===== src/rtl/iss_pkg.sv =====
// Shared types for the ISS step controller: FSM states, tohost queue entry, exit bit.
package iss_pkg;

  typedef enum logic [1:0] {
    ST_IDLE  = 2'd0,
    ST_ISSUE = 2'd1,
    ST_WAIT  = 2'd2,
    ST_DONE  = 2'd3
  } iss_state_e;

  // Hart field sized for the largest supported NHART (8).
  localparam int HART_W_MAX = 3;
  localparam int EXIT_BIT   = 0;

  typedef struct packed {
    logic [HART_W_MAX-1:0] hart;
    logic [31:0]           data;
  } th_entry_t;

  localparam int TH_ENTRY_W = $bits(th_entry_t);

endpackage


===== src/rtl/iss_tohost_fifo.sv =====
// Tohost drain queue: power-of-two depth, wrap-bit pointers, registered 1-cycle fill latency.
module iss_tohost_fifo #(
  parameter int WIDTH = 35,
  parameter int DEPTH = 4
) (
  input  logic             CLK,
  input  logic             RSTn,
  input  logic             push,
  input  logic [WIDTH-1:0] din,
  input  logic             pop,
  output logic [WIDTH-1:0] dout,
  output logic             empty,
  output logic             full
);

  localparam int AW = $clog2(DEPTH);

  logic [DEPTH-1:0][WIDTH-1:0] mem;
  logic [AW:0]                 wptr, rptr;
  logic                        do_push, do_pop;

  assign empty   = (wptr == rptr);
  assign full    = (wptr[AW] != rptr[AW]) && (wptr[AW-1:0] == rptr[AW-1:0]);
  assign do_push = push && !full;
  assign do_pop  = pop && !empty;
  assign dout    = mem[rptr[AW-1:0]];

  always_ff @(posedge CLK or negedge RSTn) begin
    if (!RSTn) begin
      wptr <= '0;
      rptr <= '0;
    end else begin
      if (do_push) wptr <= wptr + 1'b1;
      if (do_pop)  rptr <= rptr + 1'b1;
    end
  end

  // Storage carries no reset; the pointers alone define validity.
  always_ff @(posedge CLK) begin
    if (do_push) mem[wptr[AW-1:0]] <= din;
  end

endmodule


===== src/rtl/iss_step_ctrl.sv =====
// Round-robin ISS hart stepper with one outstanding instruction and a tohost drain queue.
// Optional trace port enabled by defining ISS_TRACE_EN.
module iss_step_ctrl
  import iss_pkg::*;
#(
  parameter int  NHART     = 2,
  parameter int  XLEN      = 64,
  parameter int  THQ_DEPTH = 4,
  localparam int HW        = (NHART > 1) ? $clog2(NHART) : 1
) (
  input  logic             CLK,
  input  logic             RSTn,
  input  logic             run,
  input  logic             halt_req,
  input  logic [XLEN-1:0]  entry_pc,
  input  logic [31:0]      max_inst,
  output logic             ex_valid,
  output logic [HW-1:0]    ex_hart,
  output logic [XLEN-1:0]  ex_pc,
  input  logic             ex_ready,
  input  logic             ex_done,
  input  logic [XLEN-1:0]  ex_next_pc,
  input  logic             ex_tohost_we,
  input  logic [31:0]      ex_tohost,
  output logic             th_valid,
  input  logic             th_ready,
  output logic [31:0]      th_data,
  output logic [HW-1:0]    th_hart,
  output logic             busy,
  output logic             done,
  output logic [63:0]      retired,
  output logic [NHART-1:0] hart_halted
`ifdef ISS_TRACE_EN
  ,
  output logic             tr_valid,
  output logic [HW-1:0]    tr_hart,
  output logic [XLEN-1:0]  tr_pc,
  output logic [XLEN-1:0]  tr_next_pc
`endif
);

  iss_state_e              state, state_nx;
  logic [NHART-1:0][XLEN-1:0] pc;
  logic [HW-1:0]           cur, cur_nx;
  logic [63:0]             retired_nx;
  logic [NHART-1:0]        halted_nx;
  logic                    halt_seen;
  logic                    hs, accept, exit_wr, stop;
  logic                    q_full, q_empty, q_push, q_pop;
  th_entry_t               q_din, q_dout;
  logic [HART_W_MAX-1:0]   unused_q_hart;

  assign hs         = ex_valid && ex_ready;
  assign accept     = (state == ST_WAIT) && ex_done;
  assign exit_wr    = ex_tohost_we && ex_tohost[EXIT_BIT];
  assign retired_nx = retired + 64'd1;

  always_comb begin
    halted_nx = hart_halted;
    if (exit_wr) halted_nx[cur] = 1'b1;
  end

  // Next non-halted hart after cur; stays on cur if everything is halted.
  always_comb begin
    logic          found;
    int            idx;
    logic [HW-1:0] sel;
    cur_nx = cur;
    found  = 1'b0;
    for (int k = 1; k <= NHART; k++) begin
      idx = (int'(cur) + k) % NHART;
      sel = idx[HW-1:0];
      if (!found && !halted_nx[sel]) begin
        cur_nx = sel;
        found  = 1'b1;
      end
    end
  end

  assign stop = (&halted_nx)
             || ((max_inst != 32'd0) && (retired_nx == {32'd0, max_inst}))
             || halt_seen || halt_req;

  // FSM: state register
  always_ff @(posedge CLK or negedge RSTn) begin
    if (!RSTn) state <= ST_IDLE;
    else       state <= state_nx;
  end

  // FSM: next state
  always_comb begin
    state_nx = state;
    case (state)
      ST_IDLE:  if (run) state_nx = ST_ISSUE;
      ST_ISSUE: begin
        if (hs)            state_nx = ST_WAIT;
        else if (halt_req) state_nx = ST_DONE;
      end
      ST_WAIT:  if (accept) state_nx = stop ? ST_DONE : ST_ISSUE;
      ST_DONE:  if (!run) state_nx = ST_IDLE;
      default:  state_nx = ST_IDLE;
    endcase
  end

  // FSM: outputs. Issue is held back while the queue has no room for a possible push.
  always_comb begin
    ex_valid = (state == ST_ISSUE) && !q_full;
    busy     = (state == ST_ISSUE) || (state == ST_WAIT);
    done     = (state == ST_DONE);
  end

  assign ex_hart = cur;
  assign ex_pc   = pc[cur];

  always_ff @(posedge CLK or negedge RSTn) begin
    if (!RSTn) begin
      pc          <= '0;
      cur         <= '0;
      retired     <= '0;
      hart_halted <= '0;
      halt_seen   <= 1'b0;
    end else if (state == ST_IDLE) begin
      if (run) begin
        for (int h = 0; h < NHART; h++) pc[h] <= entry_pc;
        cur         <= '0;
        retired     <= '0;
        hart_halted <= '0;
        halt_seen   <= 1'b0;
      end
    end else begin
      if (busy && halt_req) halt_seen <= 1'b1;
      if (accept) begin
        pc[cur]     <= ex_next_pc;
        retired     <= retired_nx;
        hart_halted <= halted_nx;
        cur         <= cur_nx;
      end
    end
  end

  assign q_push = accept && ex_tohost_we;
  assign q_pop  = th_valid && th_ready;
  assign q_din  = '{hart: HART_W_MAX'(cur), data: ex_tohost};

  iss_tohost_fifo #(
    .WIDTH (TH_ENTRY_W),
    .DEPTH (THQ_DEPTH)
  ) u_thq (
    .CLK   (CLK),
    .RSTn  (RSTn),
    .push  (q_push),
    .din   (q_din),
    .pop   (q_pop),
    .dout  (q_dout),
    .empty (q_empty),
    .full  (q_full)
  );

  assign th_valid      = !q_empty;
  assign th_data       = q_dout.data;
  assign unused_q_hart = q_dout.hart;
  assign th_hart       = q_dout.hart[HW-1:0];

`ifdef ISS_TRACE_EN
  always_ff @(posedge CLK or negedge RSTn) begin
    if (!RSTn) begin
      tr_valid   <= 1'b0;
      tr_hart    <= '0;
      tr_pc      <= '0;
      tr_next_pc <= '0;
    end else begin
      tr_valid <= accept;
      if (accept) begin
        tr_hart    <= cur;
        tr_pc      <= pc[cur];
        tr_next_pc <= ex_next_pc;
      end
    end
  end
`endif

endmodule

===== config.mk =====
export PLATFORM = sky130hd
export DESIGN_NAME = iss_step_ctrl
export DESIGN_NICKNAME = d
export VERILOG_FILES = /design/src/rtl/iss_pkg.sv /design/src/rtl/iss_tohost_fifo.sv /design/src/rtl/iss_step_ctrl.sv
export SDC_FILE = /design/constraint.sdc
export NUM_CORES = 1
export LEC_CHECK = 0
export ABC_AREA = 0
export BUFFER_PORTS_ARGS = -buffer_cell sky130_fd_sc_hd__buf_2
export CELL_PAD_IN_SITES_DETAIL_PLACEMENT = 1
export CELL_PAD_IN_SITES_GLOBAL_PLACEMENT = 1
export CORE_UTILIZATION = 39
export DETAILED_ROUTE_END_ITERATION = 7
export GPL_TIMING_DRIVEN = 0
export PLACE_DENSITY_LB_ADDON = 0.1
export SLEW_MARGIN = 5
export SYNTH_ARGS = -nofsm -noshare
export SYNTH_HDL_FRONTEND = slang
export SYNTH_SLANG_ARGS = --single-unit

===== constraint.sdc =====
create_clock -name CLK -period 3.2 [get_ports CLK]
set_input_delay 0.32 -clock CLK [delete_from_list [all_inputs] [get_ports CLK]]
set_output_delay 0.32 -clock CLK [all_outputs]
set_load 0.01 [all_outputs]

==> flow_summary.ini <==
[global_routing]
grt_pass1_vias = 17600
gr-total-overflow = 0
antenna_found_initial = 20
grt_usage_pct = 30.0
grt_pass1_wl_um = 108000
grt_start_max_net_pins = 90

[placed_design]
place_congestion = 0.922
pre_cts_slack_ns = -1.03
dpl-instance-area_sq_mm = 0.0208
portBuffers = 367
place_hpwl_um = 50200

[timing]
slew_headroom_pct = 39.5
worstMarginPinSlew_ns = 0.907
rsz0062_at_grt = yes
layout_setup_ws_ns = -0.180
period_needed_ns = 3.38
max_freq_mhz = 296
hold_viol_final = 0
setup_viol = 1
tns_ns = -0.180
fin_skew_ns = 0.0284
fin_crit_sh_pct = 106
slew_violations = 0

[worst_setup_path]
reg2reg_depth = 8
cp-end-kind = flip-flop
cp.required_ns = 3.68
r2r-start = retired[52]
cp_max_fo = 8
cp-start-kind = flip-flop
worstReg2RegEnd = state[1]
reg2reg_slack_ns = -0.18
cp.arrival_ns = 3.86
crit_type = flip-flop to flip-flop

[final_layout]
seq_area_sq_mm = 0.00908
syn_to_final_growth_pct = 28.3
final_cell_area_sq_mm = 0.0231
fillCellCount = 5233
nets = 2432
layout-drive-gt1-share_pct = 29.5
utilization_pct = 50.9
multi_input_area_sq_mm = 0.00854

[logic_synthesis]
ys_seq_elements = 336
synth_top_area_share_pct = 28.3
avgSynthCellArea_sq_um = 10.3
synth_area_sq_mm = 0.0180
yosysWarningCount = 0
syn_inst = 1747
syn_nets = 1957
ys_seq_area_share_pct = 50.3
synth-async-reset-ratio_pct = 60.7
synth_area_leaders = dfrtp_1, edfxtp_1, o21ai_0, a22oi_1, and3_1
ys.flop_type = dfrtp_1
synth_top_area_cell = dfrtp_1
synth_edf_count = 132
synth.distinct_cells = 58

[clocking]
cts_tree = yes
cts_buffer_depth = 3
clock_sinks = 336
clk_latency_ns = 0.58
htreeDepth = 2
clk_pin_slew_ns = 0.06
cts-root-buf = clkbuf_16
cts_inserted_buffers = 40

[detailed_routing]
viasPerCell = 5.89
dr.pass1.iters = 5
routedWlPerCell_um = 24.9
drc = 0
first_iter_violations = 1070
postRouteAntennaNets = 0
detail_route.wirelength_um = 71300
num_vias = 16900

[worst_hold_path]
holdCritPathClass = input pin to flip-flop
min-delay-start = entry_pc[28]
min_to = pc[92]
whs_path_depth = 3

[die]
io_pins = 368
start_util_pct = 39.7
coreArea_sq_mm = 0.0455
rows = 78
die_area_sq_mm = 0.0471
die_h_um = 217
die_x_um = 217

[pwr]
p_leak_nw = 9.69
powerDensity_mw_per_mm2 = 862
totalPowerFinal_w = 0.0199
ir_drop_mv = 0.535

[status]
violations = negative setup slack
outcome = finished with violations

[run]
cap_viol_max_count = 0
## power breakdown
group	switching (W)	internal, W
Clock	0.00196	0.00264
Sequential	0.000755	0.00551
Combinational	0.00557	0.00351
## layer usage
layer	part of all wire (%)	GRT usage [%]
met3	6.6	6.35
met1	41	38.7
met2	50	50.8
met5	0.21	0
met4	2.5	8.47
## cells by family (layout without fill, tap and decap cells)
kind of cell    Yosys count  after routing  share of synthesized area [%]
compound gates          546            546                           17.9
xor+xnor                 82             82                           3.98
fa+ha+maj                10             10                          0.694
buf+inv                 174            681                           3.71
flops                   336            336                           50.3
mux                     101            101                           8.35
other cells               0              8                              0
simple gates            498            498                           15.1
## repair_timing
item / in CTS / in global routing
buffers inserted: 25 / 3
pin swaps: 16 / 6
hold endpoints to repair: 183 / 0
hold buffers: 53 / 0
gates resized for setup: 77 / 33
setup endpoints to repair: 272 / 109
cloned: 0 / 0
## cells in the mapped netlist, types with 2 or more instances
library cell / number
o32ai_1: 2
nor4_1: 27
xnor2_1: 64
buf_1: 9
xor2_1: 18
or4_1: 9
nor2_1: 45
nand4_2: 2
nand2_1: 117
nor3_1: 29
o41ai_1: 5
or4_2: 2
inv_1: 15
ha_1: 10
mux2i_1: 2
a21oi_1: 150
nand3_1: 43
nand2b_1: 4
mux4_2: 33
o22ai_1: 3
o31a_1: 2
a31oi_1: 8
o31ai_1: 31
and2_1: 8
o211ai_1: 2
o21ai_0: 202
or2_2: 4
a22oi_1: 128
and4_1: 9
a211oi_1: 5
mux2_2: 66
dfrtp_1: 204
buf_2: 6
clkbuf_1: 142
edfxtp_1: 132
or4_4: 2
and3_1: 142
or3_1: 7
nand4_1: 39
## layout make-up
cell class / count / share of cell area, %
Sequential cell: 336 / 39.3
Multi-Input combinational cell: 1237 / 36.9
Timing Repair Buffer: 454 / 11.9
Clock buffer: 58 / 4.88
Tap cell: 600 / 3.24
Buffer: 138 / 2.71
Clock inverter: 16 / 0.773
Inverter: 15 / 0.243
Antenna cell: 8 / 0.0865
## flip-flops by register name, indices dropped and copies added, names as in the netlist
name	count
hart_halted	2
u_thq.rptr	3
u_thq.wptr	3
retired	64
ex_hart	1
halt_seen	1
u_thq.mem	132
pc	128
state	2
## critical path, cell delays in order (launching register included)
cell,delay [ns]
dfrtp_1,0.55
nand3_1,0.31
or4_1,0.60
or2_2,0.36
nor4_1,0.32
xnor2_1,0.19
nand4_1,0.14
or4_4,0.55
o31ai_4,0.25
## worst max-delay path by stage
stage | from | end | depth (start not counted)
finish | retired[52] | state[1] | 8
global route | retired[0] | state[1] | 11
CTS | retired[0] | state[1] | 11
detailed placement | retired[1] | state[1] | 10
global placement | RSTn | retired[0] | 1
floorplan | retired[1] | state[1] | 11
## per-stage QoR
step / cells / hold WS, ns
detailed placement: 2720 / 0.215
CTS: 2856 / 0.0000707
floorplan: 1747 / 0.0244
global placement: 2714 / 0.477
finish: 2862 / 0.0233
global route: 2859 / 0.0247
## placed cells by master, fill, tap and decap left out, types with 6 or more instances in the layout
master         count
a21oi_1          150
a22oi_1          128
a31oi_1            8
and3_1           141
and4_1             9
buf_2            370
buf_4             28
clkbuf_1         102
clkbuf_16         40
clkbuf_2          30
clkbuf_8           7
clkinv_2           6
dfrtp_1          191
dfrtp_2           13
diode_2            8
dlygate4sd3_1     53
edfxtp_1         132
ha_1              10
inv_1             15
mux2_2            66
mux4_2            33
nand2_1          113
nand3_1           40
nand4_1           39
nor2_1            43
nor3_1            22
nor3_2             6
nor4_1            20
o21ai_0          202
o31ai_1           31
or3_1              7
or4_4              7
xnor2_1           63
xor2_1            18
Power figures use the tool's default switching activity.
